===== src/rtl/sc_poscounter_pkg.sv =====
// Shared command encoding and default sizing for the modulo up/down counter.
package sc_poscounter_pkg;

    typedef enum logic [1:0] {
        CMD_HOLD = 2'd0,
        CMD_LOAD = 2'd1,
        CMD_UP   = 2'd2,
        CMD_DOWN = 2'd3
    } cmd_t;

    localparam int DEFAULT_DATAWIDTH = 3;
    localparam int DEFAULT_MODULUS   = 8;

endpackage


===== src/rtl/sc_poscounter_nextval.sv =====
// Combinational next-count and wrap/limit event for one command.
// Define SC_POSCOUNTER_SATURATE_EN to hold at the limits instead of wrapping.
module sc_poscounter_nextval
    import sc_poscounter_pkg::*;
#(
    parameter int DATAWIDTH = DEFAULT_DATAWIDTH,
    parameter int MODULUS   = DEFAULT_MODULUS
) (
    input  cmd_t                 cmd,
    input  logic [DATAWIDTH-1:0] count,
    input  logic [DATAWIDTH-1:0] load_value,
    output logic [DATAWIDTH-1:0] next_count,
    output logic                 wrap_event
);

    // One spare bit lets MODULUS itself and the up/down carries be represented.
    localparam logic [DATAWIDTH:0] MODULUS_EXT = (DATAWIDTH+1)'(MODULUS);
    localparam logic [DATAWIDTH:0] MAX_EXT     = (DATAWIDTH+1)'(MODULUS - 1);
    localparam logic [DATAWIDTH:0] ONE_EXT     = (DATAWIDTH+1)'(1);

    logic [DATAWIDTH:0] count_ext;
    logic [DATAWIDTH:0] load_ext;
    logic [DATAWIDTH:0] inc_ext;
    logic [DATAWIDTH:0] dec_ext;

    assign count_ext = {1'b0, count};
    assign load_ext  = {1'b0, load_value};
    assign inc_ext   = count_ext + ONE_EXT;
    assign dec_ext   = count_ext - ONE_EXT;

    always_comb begin
        next_count = count;
        wrap_event = 1'b0;
        case (cmd)
            CMD_LOAD: begin
                if (load_ext >= MODULUS_EXT) begin
                    next_count = MAX_EXT[DATAWIDTH-1:0];
                end else begin
                    next_count = load_ext[DATAWIDTH-1:0];
                end
            end
            CMD_UP: begin
                if (inc_ext >= MODULUS_EXT) begin
                    wrap_event = 1'b1;
`ifdef SC_POSCOUNTER_SATURATE_EN
                    next_count = count;
`else
                    next_count = '0;
`endif
                end else begin
                    next_count = inc_ext[DATAWIDTH-1:0];
                end
            end
            CMD_DOWN: begin
                // The borrow bit is set only when stepping down from zero.
                if (dec_ext[DATAWIDTH]) begin
                    wrap_event = 1'b1;
`ifdef SC_POSCOUNTER_SATURATE_EN
                    next_count = count;
`else
                    next_count = MAX_EXT[DATAWIDTH-1:0];
`endif
                end else begin
                    next_count = dec_ext[DATAWIDTH-1:0];
                end
            end
            default: begin
                next_count = count;
                wrap_event = 1'b0;
            end
        endcase
    end

endmodule


===== src/rtl/sc_pos_updown_counter.sv =====
// Modulo up/down counter with clamped parallel load and a registered wrap pulse.
// Define SC_POSCOUNTER_SATURATE_EN to saturate at the limits instead of wrapping.
module sc_pos_updown_counter
    import sc_poscounter_pkg::*;
#(
    parameter int posCOUNTER_DATAWIDTH = DEFAULT_DATAWIDTH,
    parameter int posCOUNTER_MODULUS   = DEFAULT_MODULUS
) (
    input  logic                            SC_posUPDOWN_CLOCK_50,
    input  logic                            SC_posUPDOWN_RESET_InLow,
    input  logic                            SC_posUPDOWN_upcount_InLow,
    input  logic                            SC_posUPDOWN_downcount_InLow,
    input  logic                            SC_posUPDOWN_load_InLow,
    input  logic [posCOUNTER_DATAWIDTH-1:0] SC_posUPDOWN_data_InBUS,
    output logic [posCOUNTER_DATAWIDTH-1:0] SC_posUPDOWN_data_OutBUS,
    output logic                            SC_posUPDOWN_wrap_Out,
    output logic                            SC_posUPDOWN_zero_Out
);

    if (posCOUNTER_DATAWIDTH < 1 || posCOUNTER_DATAWIDTH > 16) begin : g_bad_width
        $error("sc_pos_updown_counter: posCOUNTER_DATAWIDTH must be 1..16");
    end
    if (posCOUNTER_MODULUS < 2 ||
        posCOUNTER_MODULUS > (1 << posCOUNTER_DATAWIDTH)) begin : g_bad_modulus
        $error("sc_pos_updown_counter: posCOUNTER_MODULUS must be 2..2**DATAWIDTH");
    end

    cmd_t                            cmd;
    logic [posCOUNTER_DATAWIDTH-1:0] count;
    logic [posCOUNTER_DATAWIDTH-1:0] next_count;
    logic                            wrap_event;
    logic                            wrap_q;

    // Load beats counting; up and down together cancel to a hold.
    always_comb begin
        cmd = CMD_HOLD;
        if (!SC_posUPDOWN_load_InLow) begin
            cmd = CMD_LOAD;
        end else if (!SC_posUPDOWN_upcount_InLow && !SC_posUPDOWN_downcount_InLow) begin
            cmd = CMD_HOLD;
        end else if (!SC_posUPDOWN_upcount_InLow) begin
            cmd = CMD_UP;
        end else if (!SC_posUPDOWN_downcount_InLow) begin
            cmd = CMD_DOWN;
        end
    end

    sc_poscounter_nextval #(
        .DATAWIDTH (posCOUNTER_DATAWIDTH),
        .MODULUS   (posCOUNTER_MODULUS)
    ) u_nextval (
        .cmd        (cmd),
        .count      (count),
        .load_value (SC_posUPDOWN_data_InBUS),
        .next_count (next_count),
        .wrap_event (wrap_event)
    );

    always_ff @(posedge SC_posUPDOWN_CLOCK_50) begin
        if (!SC_posUPDOWN_RESET_InLow) begin
            count  <= '0;
            wrap_q <= 1'b0;
        end else begin
            count  <= next_count;
            wrap_q <= wrap_event;
        end
    end

    assign SC_posUPDOWN_data_OutBUS = count;
    assign SC_posUPDOWN_wrap_Out    = wrap_q;
    assign SC_posUPDOWN_zero_Out    = (count == '0);

endmodule


===== config.mk =====
export PLATFORM = sky130hd
export DESIGN_NAME = sc_pos_updown_counter
export DESIGN_NICKNAME = d
export VERILOG_FILES = /design/src/rtl/sc_poscounter_pkg.sv /design/src/rtl/sc_poscounter_nextval.sv /design/src/rtl/sc_pos_updown_counter.sv
export SDC_FILE = /design/constraint.sdc
export NUM_CORES = 1
export LEC_CHECK = 0
export CELL_PAD_IN_SITES_DETAIL_PLACEMENT = 1
export CELL_PAD_IN_SITES_GLOBAL_PLACEMENT = 2
export CORE_UTILIZATION = 23
export CTS_CLUSTER_DIAMETER = 120
export CTS_CLUSTER_SIZE = 30
export DETAILED_ROUTE_END_ITERATION = 16
export GPL_TIMING_DRIVEN = 0
export PLACE_DENSITY_LB_ADDON = 0.1
export SLEW_MARGIN = 20
export SYNTH_ARGS = -nofsm -noshare
export SYNTH_HDL_FRONTEND = slang
export SYNTH_SLANG_ARGS = --single-unit

===== constraint.sdc =====
create_clock -name SC_posUPDOWN_CLOCK_50 -period 3.2 [get_ports SC_posUPDOWN_CLOCK_50]
set_input_delay 0.64 -clock SC_posUPDOWN_CLOCK_50 [delete_from_list [all_inputs] [get_ports SC_posUPDOWN_CLOCK_50]]
set_output_delay 0.64 -clock SC_posUPDOWN_CLOCK_50 [all_outputs]
set_load 0.01 [all_outputs]

==> After elaboration in Yosys (flattened, before gate mapping) <==
Cells that the tools add are included.
{ "totals": {"reg_bits": 4, "inputBits": 8, "out_inout_bits": 5, "word_cells": 25} }
{ "op_classes": {"add_sub_neg": 2, "magnitude_cmp": 2, "n_eq_ne": 3, "muxes": 11, "reduce_logical": 5} }
{ "ops": {"columns": ["cell", "n"], "rows": [
  ["$mux W3", 3],
  ["$pmux W3 S3", 1],
  ["$mux W2", 4],
  ["$add A3 B1 Y4 const B", 1],
  ["$eq A2 B2 Y1 const B", 2],
  ["$ge A3 B4 Y1 const B", 1],
  ["$ge A4 B4 Y1 const B", 1],
  ["$sub A3 B1 Y4 const B", 1],
  ["$logic_not A3 Y1", 1],
  ["$reduce_bool A3 Y1", 1],
  ["$eq A2 B1 Y1 const B", 1],
  ["$logic_not A1 Y1", 2],
  ["$mux W1", 2],
  ["$pmux W1 S2", 1],
  ["$logic_and A1 B1 Y1", 1]
]} }

==> Logic depth before layout (Yosys ltp) <==
{ "depth": {"depth_word": 6, "depth_mapped": 6, "ltp_nobuf": 6} }

==> Cells and area by module <==
A second synthesis with hierarchy kept.
{ "unflattened": {"hier_cells": 42, "hier_area_um2": 342.8} }
{ "by_module_without_submodules": {"columns": ["mod", "instances", "cells_per_inst", "area_per_inst_um2", "seq_area_each_um2"], "rows": [
  ["sc_poscounter_nextval", 1, 29, 197.7, 0.0],
  ["sc_pos_updown_counter", 1, 13, 145.1, 80.1]
]} }

==> Worst setup path after synthesis <==
OpenSTA, ideal clock, no wires.
{ "synth_path": {"path_type": "input to register", "from": "in SC_posUPDOWN_downcount_InLow", "to": "reg count[1], in the netlist SC_posUPDOWN_data_OutBUS[1]", "setup_time_ns": 0.070, "t_arrival_ns": 1.653, "t_required_ns": 3.130, "setup_slack_ns": 1.477, "stages": 6, "path_buffers": 0, "cell_sequence": "inv_1 ha_1 or4b_1 mux2i_1 nand2_1 a21oi_1"} }
{ "synth_between": {"elab_chain_len": 6, "word_cells_on_any_way": 11, "classes_between": "eq/ne (3); mux (5); reduce/logical (3)"} }
{ "synth_rtl": {"columns": ["item", "line", "rtl"], "rows": [
  ["from (decl)", "sc_pos_updown_counter.sv:12", "input logic SC_posUPDOWN_downcount_InLow,"],
  ["$mux W2 or $logic_not A1 Y1 (tied branches)", null, null],
  ["$mux W2 or $logic_and A1 B1 Y1 (tied branches)", "sc_pos_updown_counter.sv:41, sc_pos_updown_counter.sv:39", null],
  ["$mux W2 (*)", "sc_pos_updown_counter.sv:39", "end else if (!SC_posUPDOWN_upcount_InLow && !SC_posUPDOWN_downcount_InLow) begin"],
  ["$mux W2 (*)", "sc_pos_updown_counter.sv:37", "if (!SC_posUPDOWN_load_InLow) begin"],
  ["$eq A2 B2 Y1 or $eq A2 B1 Y1 (tied branches)", "sc_poscounter_nextval.sv:34", "case (cmd)"],
  ["$pmux W3 S3 or $reduce_bool A3 Y1 (tied branches)", null, null],
  ["to (signal assigned)", "sc_pos_updown_counter.sv:64", "count <= next_count;"],
  ["to (decl)", "sc_pos_updown_counter.sv:29", "logic [posCOUNTER_DATAWIDTH-1:0] count;"]
]} }
Mark *: on every way between the ends. The rest lies on a longest branch, timed or not.
A chain may end at the register's enable or synchronous reset.

==> Worst setup path in the final report <==
{ "layout_path": {"from": "reg count[0], in the netlist SC_posUPDOWN_data_OutBUS[0]", "to": "out SC_posUPDOWN_zero_Out"} }
{ "layout_between": {"elab_chain_len": 1} }
{ "layout_rtl": {"columns": ["item", "line", "rtl"], "rows": [
  ["$logic_not A3 Y1", "sc_pos_updown_counter.sv:71", "assign SC_posUPDOWN_zero_Out = (count == '0);"],
  ["to (decl)", "sc_pos_updown_counter.sv:17", "output logic SC_posUPDOWN_zero_Out"]
]} }
No other way between the ends.

==> key figures <==
Clock tree
  – CTS Hold Buffers Added: 0
  – Count of cells resized by post-cts repair: 0
  – Root Driver: clkbuf_4
  – CTS Buffer Depth: 2
  – Clk slew on worst S/H paths: 0.04 ns
  – Clk Latency, worst-skew pair: 0.23 ns
  – Cts bufs inserted: 3
  – Clk sinks: 4
  – Htree depth: 1
  – Postcts setup bufs: 0
  – CTS tree: built

Cells and area
  – Proportion of layout cells with a drive suffix above 1: 9.43%
  – Reg area: 80.1 um^2
  – Number of fill cells: 165
  – Area of the multi-input gates: 226 um^2
  – Area Overhead vs Synth: 50.2%
  – Commonest non-fill, non-tap cell in the layout: clkdlybuf4s50_1
  – Layout Cells excl Fill: 68
  – Diode count: 0
  – Final net count: 67
  – Most frequent cells in the layout: 12 x clkdlybuf4s50_1, 4 x dfxtp_1, 4 x inv_1, 4 x ha_1
  – Final design area excluding fillers: 483 um^2

Detailed routing
  – Routed WL: 827 um
  – First-pass DRT Iterations: 4
  – Post-DR vias/cell: 5.00
  – DRT antenna net count: 0
  – Drt wl/cell: 12.2 um
  – Iter 0 DRT Violations: 6
  – Total number of vias: 340
  – Residual DRC: 0

Critical path
  – Crit path required time: 2.56 ns
  – Crit path cell chain: inv_1 -> ha_1 -> and2b_2 -> clkdlybuf4s50_1
  – Buf/Inv on CP: 2
  – Worst setup SP type: flip-flop
  – CP top delay family: buffers and inverters
  – CP max FO: 7
  – Crit. End Element: output pin
  – CP peak stage delay: 0.46 ns
  – Worst path arrival time: 1.60 ns
  – Crit-path slowest cell: clkdlybuf4s50_1
  – Critical path class: flip-flop to output pin

Global route
  – First-pass GRT wire length: 1300 um
  – Initial antenna violation count: 0
  – Largest net degree at the start of global routing: 9
  – Gr usage total: 12.7%
  – Vias in the first global route: 334
  – Grt total ovfl: 0

Yosys
  – Xor/xnor share of the synthesized area: 5.45%
  – Synthesis Warnings: 0
  – Area of the mapped netlist: 322 um^2
  – Synthesis-stage register bit count: 4
  – Post-Synth Simple-Gate Area: 26.5%
  – Sequential-to-total area share from yosys stat: 24.9%
  – Adder-cell area share of the yosys netlist: 15.6%
  – Post-synthesis mux area share: 3.11%
  – Syn_nets: 50
  – Largest family of logic cells by synthesized area: simple AND/OR/NAND/NOR gates
  – Mapped Cells: 38
  – Avg Inst Size Synth: 8.46 um^2
  – Compound-Gate Fraction of Synth Area: 19.8%
  – Synth cell types: 20

Place
  – DP Worst Slack: 0.847 ns
  – Total placed instance area: 460 um^2
  – Gpl congestion: 0.682
  – Post-Place Cells: 65
  – Post-DP HPWL: 663 um
  – IO buf count: 12

Job
  – Maxcap violations: 0

Outcome
  – Status: completed

Die
  – Core Area: 1300 um^2
  – Die width: 39.4 um
  – Io pins: 13
  – Die Ht: 39.4 um
  – Rows: 13
  – Die ar.: 1550 um^2
  – Starting utilization of the core area: 24.7%

STA
  – Pins Over Slew Limit: 0
  – Rel. slew slack: 80.1%
  – Final setup viols: 0
  – Setup ws final: 0.957 ns
  – Unrepaired setup endpoints after global routing: no
  – Period utilisation layout: 70.1%
  – Setup TNS: 0 ns
  – Number of failing hold endpoints at the final stage: 0
  – Clock skew: 0.00431 ns
  – Least-Margin Pin Slew: 0.299 ns
  – Final critical-path required period: 2.24 ns
  – FMAX: 0.446 GHz

Hold path
  – Hold WC Path Type: flip-flop to flip-flop

Power and ir drop
  – Tot Pwr: 185 uW
  – IR drop worst, VDD: 0.000243 V
  – Leakage: 0.206 nW
  – Pwr Density: 383 nW/um^2
## flip-flops by register name, summed over array words and instances (netlist names)
register / flops
SC_posUPDOWN_data_OutBUS: 3
SC_posUPDOWN_wrap_Out: 1
## area by class of cell
| type | instances | area share, % |
|---|---|---|
| clock buffer | 3 | 4.66 |
| inverter | 4 | 3.11 |
| multi-input combinational | 30 | 46.9 |
| sequential | 4 | 16.6 |
| tap | 15 | 3.89 |
| timing repair buffer | 12 | 24.9 |
## cell families after synthesis
| family | after synthesis |
|---|---|
| AO/OA/AOI/OAI | 10 |
| XOR/XNOR | 2 |
| adder cells (fa/ha/maj) | 4 |
| buffers and inverters | 4 |
| flip-flops | 4 |
| multiplexers | 1 |
| AND/OR/NAND/NOR | 13 |
## final timing paths
| path | from | slack, ns | cells after the start | end |
|---|---|---|---|---|
| min reg2reg | SC_posUPDOWN_data_OutBUS[1] | 0.64 | 2 | SC_posUPDOWN_data_OutBUS[1] |
| max | SC_posUPDOWN_data_OutBUS[0] | 0.96 | 4 | SC_posUPDOWN_zero_Out |
| min | SC_posUPDOWN_data_OutBUS[1] | 0.64 | 2 | SC_posUPDOWN_data_OutBUS[1] |
| max reg2reg | SC_posUPDOWN_data_OutBUS[0] | 1.60 | 6 | SC_posUPDOWN_data_OutBUS[2] |
## synthesized netlist by cell type
cell | number | area (um^2)
a21oi_1 | 3 | 15.0
a221oi_1 | 2 | 17.5
and2_1 | 1 | 6.26
and2b_2 | 1 | 8.76
and3_1 | 1 | 6.26
and3_2 | 1 | 7.51
dfxtp_1 | 4 | 80.1
ha_1 | 4 | 50.1
inv_1 | 4 | 15.0
mux2i_1 | 1 | 10.0
nand2_1 | 2 | 7.51
nand2b_1 | 1 | 6.26
nand3_1 | 1 | 5.00
nor2b_1 | 2 | 12.5
nor3b_1 | 2 | 15.0
o211ai_1 | 1 | 7.51
o21ai_0 | 3 | 15.0
o221ai_1 | 1 | 8.76
or4b_1 | 1 | 10.0
xor2_1 | 2 | 17.5
## power by group
| part | total [mW] | switching, mW | internal, mW |
|---|---|---|---|
| Sequential | 0.0620 | 0.00753 | 0.0545 |
| Clock | 0.0613 | 0.0194 | 0.0419 |
| Combinational | 0.0616 | 0.0261 | 0.0355 |
| Total | 0.185 | 0.0530 | 0.132 |
## worst reg2reg max path, cell delays in order (launching register included)
cell and delay [ns]:
dfxtp_1 0.44, inv_1 0.10, ha_1 0.21, xor2_1 0.15
and3_2 0.21, a221oi_1 0.26, a21oi_1 0.11
## through the flow
step	utilization [%]	hold WS [ns]
after floorplan	-	0.601
final	37.1	0.639
after CTS	37.1	0.648
after global placement	35.4	0.614
after detailed placement	35.4	0.644
after global routing	37.1	0.683
## routing by layer
| layer | vias to the layer above | global-route usage [%] | wire length, um |
|---|---|---|---|
| met3 | 0 | 1.70 | 43 |
| met5 | - | 0 | 0 |
| li1 | 169 | - | - |
| met2 | 8 | 20.4 | 427 |
| met4 | 0 | 7.76 | 0 |
| met1 | 163 | 15.9 | 356 |
No activity file was read; power rests on OpenSTA's default activity.
